===== src/rtl/vga_text_scheduler_pkg.sv =====
// Shared timing constants, cell geometry and stage-2 sideband type for the VGA text scheduler.
// Optional blinking cursor is enabled with `define VGA_TEXT_CURSOR_EN.
package vga_text_pkg;

   localparam int unsigned DEF_H_ACTIVE = 640;
   localparam int unsigned DEF_H_FP     = 16;
   localparam int unsigned DEF_H_SYNC   = 96;
   localparam int unsigned DEF_H_BP     = 48;
   localparam int unsigned DEF_V_ACTIVE = 480;
   localparam int unsigned DEF_V_FP     = 10;
   localparam int unsigned DEF_V_SYNC   = 2;
   localparam int unsigned DEF_V_BP     = 33;

   localparam int unsigned H_TOTAL  = DEF_H_ACTIVE + DEF_H_FP + DEF_H_SYNC + DEF_H_BP;
   localparam int unsigned V_TOTAL  = DEF_V_ACTIVE + DEF_V_FP + DEF_V_SYNC + DEF_V_BP;
   localparam int unsigned HS_START = DEF_H_ACTIVE + DEF_H_FP;
   localparam int unsigned HS_END   = HS_START + DEF_H_SYNC - 1;
   localparam int unsigned VS_START = DEF_V_ACTIVE + DEF_V_FP;
   localparam int unsigned VS_END   = VS_START + DEF_V_SYNC - 1;

   localparam int unsigned CELL_W = 8;
   localparam int unsigned CELL_H = 16;
   localparam int unsigned CNT_W  = 10;

   typedef logic [CNT_W-1:0] cnt_t;

   typedef struct packed {
      logic       hsync;
      logic       vsync;
      logic       blank;
      logic [2:0] columna;
      logic [3:0] fila;
   } sideband_t;

   localparam sideband_t SIDEBAND_RST = '{hsync: 1'b1, vsync: 1'b1, blank: 1'b1,
                                          columna: 3'd0, fila: 4'd0};

   function automatic logic in_window(cnt_t x, cnt_t lo, cnt_t hi);
      return (x >= lo) && (x <= hi);
   endfunction

endpackage


===== src/rtl/vga_text_scheduler_if.sv =====
// Memory-fetch and pixel-stage bundle of the VGA text scheduler.
// Cursor position inputs exist only with `define VGA_TEXT_CURSOR_EN.
interface vga_text_scheduler_if #(
   parameter int unsigned TADDR_W = 12
);
   logic [TADDR_W-1:0] text_addr;
   logic [7:0]         text_data;
   logic [11:0]        font_addr;
   logic [7:0]         font_data;
   logic [7:0]         caracter_fila;
   logic [2:0]         columna;
   logic [3:0]         fila;
   logic               hsync;
   logic               vsync;
   logic               VGA_blank;
   logic               frame_start;
`ifdef VGA_TEXT_CURSOR_EN
   logic [6:0]         cursor_col;
   logic [4:0]         cursor_row;
`endif

   modport master (
      output text_addr, font_addr, caracter_fila, columna, fila,
      output hsync, vsync, VGA_blank, frame_start,
`ifdef VGA_TEXT_CURSOR_EN
      input  cursor_col, cursor_row,
`endif
      input  text_data, font_data
   );

   modport slave (
      input  text_addr, font_addr, caracter_fila, columna, fila,
      input  hsync, vsync, VGA_blank, frame_start,
`ifdef VGA_TEXT_CURSOR_EN
      output cursor_col, cursor_row,
`endif
      output text_data, font_data
   );
endinterface


===== src/rtl/vga_text_scheduler_timing.sv =====
// Stage-0 raster timing: h/v counters, raw sync/blank and the frame_start pulse.
// Counters hold at 0 for one cycle after reset so h=0,v=0 is the first cycle with rst low.
module vga_timing_gen
   import vga_text_pkg::*;
#(
   parameter int unsigned H_ACTIVE = DEF_H_ACTIVE,
   parameter int unsigned H_FP     = DEF_H_FP,
   parameter int unsigned H_SYNC   = DEF_H_SYNC,
   parameter int unsigned H_BP     = DEF_H_BP,
   parameter int unsigned V_ACTIVE = DEF_V_ACTIVE,
   parameter int unsigned V_FP     = DEF_V_FP,
   parameter int unsigned V_SYNC   = DEF_V_SYNC,
   parameter int unsigned V_BP     = DEF_V_BP
) (
   input  logic clk,
   input  logic rst,
   output cnt_t h_cnt_o,
   output cnt_t v_cnt_o,
   output logic h_wrap_o,
   output logic v_wrap_o,
   output logic live_o,
   output logic hsync0_o,
   output logic vsync0_o,
   output logic blank0_o,
   output logic frame_start_o
);
   localparam cnt_t H_LAST = cnt_t'(H_ACTIVE + H_FP + H_SYNC + H_BP - 1);
   localparam cnt_t V_LAST = cnt_t'(V_ACTIVE + V_FP + V_SYNC + V_BP - 1);
   localparam cnt_t H_ACT  = cnt_t'(H_ACTIVE);
   localparam cnt_t V_ACT  = cnt_t'(V_ACTIVE);
   localparam cnt_t HS_LO  = cnt_t'(H_ACTIVE + H_FP);
   localparam cnt_t HS_HI  = cnt_t'(H_ACTIVE + H_FP + H_SYNC - 1);
   localparam cnt_t VS_LO  = cnt_t'(V_ACTIVE + V_FP);
   localparam cnt_t VS_HI  = cnt_t'(V_ACTIVE + V_FP + V_SYNC - 1);

   cnt_t h_q, h_d, v_q, v_d;
   logic run_q, fs_q, fs_d;

   assign h_wrap_o = run_q && (h_q == H_LAST);
   assign v_wrap_o = h_wrap_o && (v_q == V_LAST);

   always_comb begin
      h_d = h_q;
      v_d = v_q;
      if (h_wrap_o) begin
         h_d = '0;
         v_d = (v_q == V_LAST) ? '0 : v_q + cnt_t'(1);
      end else if (run_q) begin
         h_d = h_q + cnt_t'(1);
      end
      fs_d = (h_d == '0) && (v_d == '0);
   end

   always_ff @(posedge clk) begin
      if (rst) begin
         h_q   <= '0;
         v_q   <= '0;
         run_q <= 1'b0;
         fs_q  <= 1'b0;
      end else begin
         h_q   <= h_d;
         v_q   <= v_d;
         run_q <= 1'b1;
         fs_q  <= fs_d;
      end
   end

   assign h_cnt_o       = h_q;
   assign v_cnt_o       = v_q;
   assign live_o        = run_q;
   assign frame_start_o = fs_q;
   assign blank0_o      = (h_q >= H_ACT) || (v_q >= V_ACT);
   assign hsync0_o      = !in_window(h_q, HS_LO, HS_HI);
   assign vsync0_o      = !in_window(v_q, VS_LO, VS_HI);

endmodule


===== src/rtl/vga_text_scheduler.sv =====
// VGA text-mode fetch sequencer: text RAM then font ROM fetch per cell, sideband aligned 2 cycles.
// Optional blinking cursor block (bottom two glyph lines) with `define VGA_TEXT_CURSOR_EN.
module vga_text_scheduler
   import vga_text_pkg::*;
#(
   parameter int unsigned H_ACTIVE = DEF_H_ACTIVE,
   parameter int unsigned H_FP     = DEF_H_FP,
   parameter int unsigned H_SYNC   = DEF_H_SYNC,
   parameter int unsigned H_BP     = DEF_H_BP,
   parameter int unsigned V_ACTIVE = DEF_V_ACTIVE,
   parameter int unsigned V_FP     = DEF_V_FP,
   parameter int unsigned V_SYNC   = DEF_V_SYNC,
   parameter int unsigned V_BP     = DEF_V_BP,
   parameter int unsigned COLS     = 80,
   parameter int unsigned ROWS     = 30,
   parameter int unsigned TADDR_W  = 12
) (
   input logic                 clk,
   input logic                 rst,
   vga_text_scheduler_if.master bus
);
   localparam cnt_t ROW_END = cnt_t'(ROWS * CELL_H);

   cnt_t      h_cnt, v_cnt;
   logic      h_wrap, v_wrap, live, hsync0, vsync0, blank0;
   sideband_t sb0, sb1_q, sb2_q;
   logic      live1_q, live2_q;
   logic [TADDR_W-1:0] row_base_q, row_base_d;
   logic [7:0] glyph;

   vga_timing_gen #(
      .H_ACTIVE(H_ACTIVE), .H_FP(H_FP), .H_SYNC(H_SYNC), .H_BP(H_BP),
      .V_ACTIVE(V_ACTIVE), .V_FP(V_FP), .V_SYNC(V_SYNC), .V_BP(V_BP)
   ) u_timing (
      .clk(clk), .rst(rst),
      .h_cnt_o(h_cnt), .v_cnt_o(v_cnt),
      .h_wrap_o(h_wrap), .v_wrap_o(v_wrap), .live_o(live),
      .hsync0_o(hsync0), .vsync0_o(vsync0), .blank0_o(blank0),
      .frame_start_o(bus.frame_start)
   );

   // Row base advances by COLS after the last line of each character row.
   always_comb begin
      row_base_d = row_base_q;
      if (v_wrap) begin
         row_base_d = '0;
      end else if (h_wrap && (v_cnt[3:0] == 4'hF) && (v_cnt < ROW_END)) begin
         row_base_d = row_base_q + TADDR_W'(COLS);
      end
   end

   assign bus.text_addr = blank0 ? '0 : row_base_q + TADDR_W'(h_cnt[CNT_W-1:3]);

   assign sb0 = '{hsync: hsync0, vsync: vsync0, blank: blank0,
                  columna: h_cnt[2:0], fila: v_cnt[3:0]};

   always_ff @(posedge clk) begin
      if (rst) begin
         row_base_q <= '0;
         sb1_q      <= SIDEBAND_RST;
         sb2_q      <= SIDEBAND_RST;
         live1_q    <= 1'b0;
         live2_q    <= 1'b0;
      end else begin
         row_base_q <= row_base_d;
         sb1_q      <= live ? sb0 : SIDEBAND_RST;
         sb2_q      <= sb1_q;
         live1_q    <= live;
         live2_q    <= live1_q;
      end
   end

   assign bus.font_addr = live1_q ? {sb1_q.fila, bus.text_data} : '0;

`ifdef VGA_TEXT_CURSOR_EN
   logic [6:0] col1_q, col2_q;
   logic [4:0] row1_q, row2_q;
   logic [5:0] frame_q;

   always_ff @(posedge clk) begin
      if (rst) begin
         col1_q  <= '0;
         col2_q  <= '0;
         row1_q  <= '0;
         row2_q  <= '0;
         frame_q <= '0;
      end else begin
         col1_q  <= h_cnt[CNT_W-1:3];
         col2_q  <= col1_q;
         row1_q  <= v_cnt[8:4];
         row2_q  <= row1_q;
         frame_q <= v_wrap ? frame_q + 6'd1 : frame_q;
      end
   end
`endif

   // The ROM word arrives in the stage-2 cycle itself, so the glyph is muxed, not re-registered;
   // live2_q masks it to 0 until the pipeline has refilled after reset.
   always_comb begin
      glyph = live2_q ? bus.font_data : '0;
`ifdef VGA_TEXT_CURSOR_EN
      if (live2_q && frame_q[5] && (col2_q == bus.cursor_col) &&
          (row2_q == bus.cursor_row) && (sb2_q.fila >= 4'd14)) begin
         glyph = 8'hFF;
      end
`endif
   end

   assign bus.caracter_fila = glyph;
   assign bus.columna       = sb2_q.columna;
   assign bus.fila          = sb2_q.fila;
   assign bus.hsync         = sb2_q.hsync;
   assign bus.vsync         = sb2_q.vsync;
   assign bus.VGA_blank     = sb2_q.blank;

endmodule


===== src/flat_wrapper.sv =====
// flat-port wrapper written by rule: the top's interface ports become plain ports
module vga_text_scheduler_flat import vga_text_pkg::*;
#(
   parameter int unsigned H_ACTIVE = DEF_H_ACTIVE,
   parameter int unsigned H_FP     = DEF_H_FP,
   parameter int unsigned H_SYNC   = DEF_H_SYNC,
   parameter int unsigned H_BP     = DEF_H_BP,
   parameter int unsigned V_ACTIVE = DEF_V_ACTIVE,
   parameter int unsigned V_FP     = DEF_V_FP,
   parameter int unsigned V_SYNC   = DEF_V_SYNC,
   parameter int unsigned V_BP     = DEF_V_BP,
   parameter int unsigned COLS     = 80,
   parameter int unsigned ROWS     = 30,
   parameter int unsigned TADDR_W  = 12
)
  (clk, rst, bus_text_addr, bus_font_addr, bus_caracter_fila, bus_columna, bus_fila, bus_hsync, bus_vsync, bus_VGA_blank, bus_frame_start, bus_text_data, bus_font_data);
  vga_text_scheduler_if #(.TADDR_W(TADDR_W)) bus_i ();
  input logic clk;
  input logic rst;
  output wire logic [$bits(bus_i.text_addr)-1:0] bus_text_addr;
  output wire logic [$bits(bus_i.font_addr)-1:0] bus_font_addr;
  output wire logic [$bits(bus_i.caracter_fila)-1:0] bus_caracter_fila;
  output wire logic [$bits(bus_i.columna)-1:0] bus_columna;
  output wire logic [$bits(bus_i.fila)-1:0] bus_fila;
  output wire logic [$bits(bus_i.hsync)-1:0] bus_hsync;
  output wire logic [$bits(bus_i.vsync)-1:0] bus_vsync;
  output wire logic [$bits(bus_i.VGA_blank)-1:0] bus_VGA_blank;
  output wire logic [$bits(bus_i.frame_start)-1:0] bus_frame_start;
  input wire logic [$bits(bus_i.text_data)-1:0] bus_text_data;
  input wire logic [$bits(bus_i.font_data)-1:0] bus_font_data;
  assign bus_text_addr = bus_i.text_addr;
  assign bus_font_addr = bus_i.font_addr;
  assign bus_caracter_fila = bus_i.caracter_fila;
  assign bus_columna = bus_i.columna;
  assign bus_fila = bus_i.fila;
  assign bus_hsync = bus_i.hsync;
  assign bus_vsync = bus_i.vsync;
  assign bus_VGA_blank = bus_i.VGA_blank;
  assign bus_frame_start = bus_i.frame_start;
  assign bus_i.text_data = bus_text_data;
  assign bus_i.font_data = bus_font_data;
  vga_text_scheduler #(.H_ACTIVE(H_ACTIVE), .H_FP(H_FP), .H_SYNC(H_SYNC), .H_BP(H_BP), .V_ACTIVE(V_ACTIVE), .V_FP(V_FP), .V_SYNC(V_SYNC), .V_BP(V_BP), .COLS(COLS), .ROWS(ROWS), .TADDR_W(TADDR_W)) u_core (.clk(clk), .rst(rst), .bus(bus_i));
endmodule

===== config.mk =====
export PLATFORM = sky130hd
export DESIGN_NAME = vga_text_scheduler_flat
export DESIGN_NICKNAME = d
export VERILOG_FILES = /design/src/rtl/vga_text_scheduler_pkg.sv /design/src/rtl/vga_text_scheduler_if.sv /design/src/rtl/vga_text_scheduler_timing.sv /design/src/rtl/vga_text_scheduler.sv /design/src/flat_wrapper.sv
export SDC_FILE = /design/constraint.sdc
export NUM_CORES = 1
export LEC_CHECK = 0
export BUFFER_PORTS_ARGS = -buffer_cell sky130_fd_sc_hd__buf_4
export CAP_MARGIN = 5
export CORE_ASPECT_RATIO = 1.5
export CORE_MARGIN = 5
export CORE_UTILIZATION = 33
export DETAILED_ROUTE_END_ITERATION = 8
export PLACE_DENSITY = 0.66
export REMOVE_ABC_BUFFERS = 1
export SYNTH_ARGS = -nofsm -noshare
export SYNTH_HDL_FRONTEND = slang
export SYNTH_SLANG_ARGS = --single-unit

===== constraint.sdc =====
create_clock -name clk -period 2 [get_ports clk]
set_input_delay 0.4 -clock clk [delete_from_list [all_inputs] [get_ports clk]]
set_output_delay 0.4 -clock clk [all_outputs]
set_load 0.1 [all_outputs]

After elaboration in Yosys (flattened, before gate mapping)
Index checks and enable logic that the tools add are counted.
Operators by class
  order comparisons: 7
  muxes and demuxes: 8
  bitwise operators: 1
  reductions and logical operators: 14
  add/subtract/negate cells: 4
  equal/unequal tests: 3
Operators by type and width (number)
  10-bit 2-to-1 mux: 4
  12-bit 2-to-1 mux: 2
  10-bit by 1-bit adder with 10-bit output (second input constant): 2
  10-bit equality test (second input constant): 2
  10-bit greater-or-equal comparator (second input constant): 2
  10-bit by 9-bit greater-or-equal comparator with 1-bit output (second input constant): 2
  10-bit zero test: 2
  12-bit by 7-bit adder with 12-bit output: 1
  12-bit by 7-bit adder with 12-bit output (second input constant): 1
  10-bit less-or-equal comparator (second input constant): 1
  10-bit by 9-bit less-or-equal comparator with 1-bit output (second input constant): 1
  10-bit by 9-bit less-than comparator with 1-bit output (second input constant): 1
  8-bit 2-to-1 mux: 1
  1-bit logical AND: 7
  4-bit equality test (second input constant): 1
  2-bit OR reduction: 2
  1-bit zero test: 2
  1-bit logical OR: 1
  1-bit 2-to-1 mux: 1
  1-bit inverter: 1
Storage, ports and cells
  logic and storage cells: 54
  register bits: 56

Longest topological paths before layout
  depth after elaboration: 5
  gate-level depth with buffers: 9
  mapped depth without buffers: 8

By module
Synthesis repeated with hierarchy kept, for this count alone.
Unflattened totals
  cells, all modules: 336
  area, all modules: 2811.4 um^2
By module, submodules not included
  vga_timing_gen: area each 1467.7 um^2, seq. area each 440.4 um^2, instances 1, cells each 194
  vga_text_scheduler: area each 1343.8 um^2, seq. area each 600.6 um^2, instances 1, cells each 142

Least setup slack after synthesis
No wires, ideal clock.
  path type: reg2out
  from: reg u_core.u_timing.h_q[7], in the netlist u_core.u_timing.h_cnt_o[7]
  to: out bus_text_addr[6]
  data arrival time: 3.175 ns
  data required time: 1.600 ns
  stages on the path, launching flop included: 6
  slack: -1.575 ns
  cell sequence: dfxtp_1 > ha_1 > inv_1 > fa_1 > nor2b_1 > nor3_1
On the way
  longest elaborated chain between the ends: 3
Ends and longest elaborated chain
  from (decl): line vga_text_scheduler_timing.sv:36  | cnt_t h_q, h_d, v_q, v_d;
  from (signal assigned): line vga_text_scheduler_timing.sv:56  | h_q <= '0;
  from (signal assigned): line vga_text_scheduler_timing.sv:61  | h_q <= h_d;
  10-bit greater-or-equal comparator: line vga_text_scheduler_timing.sv:72  | assign blank0_o = (h_q >= H_ACT) || (v_q >= V_ACT);
  1-bit logical OR: line vga_text_scheduler_timing.sv:72
  12-bit 2-to-1 mux (*): line vga_text_scheduler.sv:52  | assign bus.text_addr = blank0 ? '0 : row_base_q + TADDR_W'(h_cnt[CNT_W-1:3]);
  to (decl): line flat_wrapper.sv:20  | output wire logic [$bits(bus_i.text_addr)-1:0] bus_text_addr;
Every way passes the cells marked *; elsewhere a longest branch is shown, timed or not.

Final worst setup path
  from: reg u_core.u_timing.h_q[7], in the netlist u_core.u_timing.h_cnt_o[7]
  to: out bus_text_addr[8]
Same word-level chain as after synthesis.

==> results.md <==
- Status: finished with violations
- Failing checks: setup timing
- Max Fclk: around 420 MHz
- H-Tree Level Count: 2
- DR vias: about 2.7k
- Synthesized area: ~2800 sq um
- Post-place setup slack: -206.0 ps
- Ys async rst share: 0%
- CP peak stage delay: about 360 ps
- Required @ worst endpoint: between 1500 and 2000 ps
- Library cells used by synthesis: 52
- Main synth FF type: dfxtp_1
- Worst-path clk slew: roughly 70 ps
- Core area: between 8000 and 9000 sq um
- Die X: 84.69 um
- CP Launch Type: flip-flop
- CP max-delay cell: dfxtp_4
- Syn. warnings: 0
- Tightest Pin Transition: between 400 and 500 ps
- Area after DPL: approximately 3600 sq um
- Sink Count: 52
- CTS tree: done
- Ratio of cells with drive above 1 in the final layout: a little over two fifths
- # port buffers: 60
- CP arrival: 1970 ps
- Pin count of the biggest net entering global routing: 21
- Post-route design area: about 4300 sq um
- CP endpoint kind: primary output
- Number of global-route vias before repair: between 2k and 2.5k
- Gate power share: about 11%
- DRC Markers: 0
- Final hold violations: 0
- Initial antenna violation count: 0
- Crit-path cells: ha_4 -> inv_2 -> fa_2 -> nor2b_4 -> o21ai_1 -> xor2_1 -> nor2_1 -> buf_6
- Setup_tns: -2419 ps
- Post-Syn Instances: 322
- # IOs: approximately 60
- Post-detailed-routing wire length: around 7.7 mm
- Cell Rows: 41
- Net Sw Power: approximately 560 uW
- Slew Limit Headroom: 68.58%
- Clock latency on the worst-skew pair: around 300 ps
- Fin. max-slew vios: 0
- Maximum buffer depth of the clock tree: 2
- Fin crit period: 2374 ps
- Clock skew: 6.036 ps
- Overflow after GRT: 0
- Max-Cap Viols: 0
- Routed length per instance: between 10 and 15 um
- NumNets Final: 450
- Pre-antenna DRT Iters: 4
- Fillers: between 700 and 800
- Maximum vdd ir drop: 0.0003284 V
- Initial DRC Count: approximately 220
- Final setup fails: 21
- Die Ht: between 100 and 150 um
- Clock share of power: a little over two fifths
- EDFF count, synth: 0
- Avg Cell Area, Syn: 8.576 sq um
- CTS buffer count: 5
- Pwr Total: 2.286 mW
- Sequential area share after synthesis: between 30% and 40%
- Worst Path Max Fanout: 3
- Kind of critical path: flip-flop to primary output
- LEAKAGE: about 1.7 nW
- P_int: 1.723 mW
- Final worst setup slack: -374.4 ps
- Vias per cell: 5.004
- Final Cycle Share: 118.7%
- First-pass GRT wire length: about 12 mm
- Hold Path Class: primary input to flip-flop
- Clock root cell: clkbuf_16
- GPL Wtd Cong: 0.8650
- Diodes inserted: 0
- Seq pwr share: a little under half
- Post-route ant nets: 0
- Setup repair after global routing missed its margin: true
- Initial Utilization: about 33%
- Total track usage: between 10 and 15%
- Area growth syn-to-layout: 54.19%
- Die footprint: 10340 sq um
- Pwr dens: about 540 nW/um^2
- HPWL Detailed: between 5 and 6 mm
- Seq cells post-synth: 52
- Switch share: 24.60%
routing by layer:
layer / global-route usage, % / wire length [um]
met5: 0 / 0
met4: 6.535 / 308
met3: 3.586 / 516
met2: 26.42 / 4071
met1: 13.88 / 2791
path summary, 6_finish.rpt:
path,start,to,slack (ps),cells past startpoint
worst max-delay path,u_core.u_timing.h_cnt_o[7],bus_text_addr[8],-370,8
worst min-delay path,rst,u_core.u_timing.h_cnt_o[4],320,2
worst max register to register,u_core.u_timing.h_cnt_o[7],u_core.row_base_q[11],-100,9
worst min register to register,u_core.sb1_q[9],u_core.bus.hsync,410,1
layout make-up:
class	instances	area, sq um	area share (%)
clock inverters	3	42.54	0.9991
multi-input cells	239	1832	43.02
inverters	10	37.54	0.8816
flip-flops and latches	52	1064	24.98
well taps	107	133.9	3.144
clock buffers	5	125.1	2.939
repair buffers	114	1023	24.04
per-stage QoR:
step,util (%),cells,hold slack [ps]
CTS,46.34,522,317.6
global placement,42.82,512,392.0
global route,51.23,530,337.0
floorplan,-,301,389.5
detailed placement,42.82,512,394.1
finish,51.23,530,319.5
power groups by stage:
stage / logic [mW] / registers, mW / clock network [mW]
floorplan: 0.126 / 1.11 / 0
global placement: 0.238 / 1.08 / 0
global route: 0.268 / 1.06 / 1.03
CTS: 0.243 / 1.06 / 0.997
finish: 0.254 / 1.06 / 0.972
detailed placement: 0.241 / 1.08 / 0
state kept, by name (all words and copies together) (netlist names):
| name | flops |
|---|---|
| u_core.sb1_q | 10 |
| u_core.u_timing.h_cnt_o | 10 |
| u_core.u_timing.v_cnt_o | 10 |
| u_core.row_base_q | 8 |
| u_core.bus.fila | 4 |
| u_core.bus.columna | 3 |
| u_core.bus.VGA_blank | 1 |
| u_core.bus.hsync | 1 |
| u_core.bus.vsync | 1 |
| u_core.live1_q | 1 |
| u_core.live2_q | 1 |
| u_core.u_timing.frame_start_o | 1 |
| u_core.u_timing.live_o | 1 |
worst max-delay path, delay by kind of cell, from the launching register on:
| kind | cells | cell delay, ps |
|---|---|---|
| xor gates and xnor gates | 1 | 150 |
| AOI/OAI and AO/OA | 1 | 80 |
| DFF | 1 | 360 |
| buffers and inverters | 2 | 270 |
| adders and majority gates | 2 | 500 |
| and+or+nand+nor | 2 | 300 |
logic make-up after synthesis:
family	after synthesis	share of synthesized area, %
muxes	3	1.133
adders and majority gates	10	4.803
xor gates and xnor gates	28	8.881
and+or+nand+nor	162	33.48
AOI/OAI and AO/OA	36	8.382
DFF	52	37.70
buffers and inverters	31	5.618
cell usage after synthesis, types with 4 or more instances:
master,n,area (sq um)
nand3_1,14,70.07
and3_1,7,43.79
nor2b_1,12,75.07
nand4_1,4,25.02
nand2_1,15,56.30
a21oi_1,8,40.04
ha_1,9,112.6
and2_1,29,181.4
dfxtp_1,52,1041
nor2_1,45,168.9
nor3_1,6,30.03
xnor2_1,16,140.1
or2_2,4,25.02
inv_1,10,37.54
a31oi_1,4,25.02
clkbuf_1,9,33.78
xor2_1,12,105.1
buf_2,7,35.03
o21ai_0,9,45.04
repair_timing:
| action | CTS | global route |
|---|---|---|
| buffers inserted | 2 | 6 |
| pin swaps | 7 | 29 |
| cloned | 0 | 2 |
| hold buffers | 0 | 0 |
| setup endpoints to repair | 14 | 23 |
| gates resized for setup | 36 | 67 |
layout by cell type, fill, tap and decap left out, types with 2 or more instances in the layout:
cell / n
nor3_4: 3
buf_4: 93
o21ai_2: 2
dfxtp_4: 3
or2_2: 3
o211ai_1: 2
nor4_4: 5
a21o_1: 3
and3_4: 5
xnor2_2: 2
a31oi_1: 4
and3_1: 2
nor2_4: 4
nor3_1: 5
ha_1: 6
ha_4: 3
nand4_1: 4
dfxtp_1: 40
xnor2_1: 14
dfxtp_2: 9
buf_12: 7
mux2i_1: 2
inv_1: 9
nor2b_1: 10
or3_1: 3
and2_1: 30
nor2_2: 3
buf_6: 12
nand2_1: 13
o31ai_1: 2
clkbuf_16: 7
a21oi_1: 7
o21ai_0: 5
nand3_1: 14
nor2_1: 41
xor2_1: 12
(Power assumes the default switching activity.)
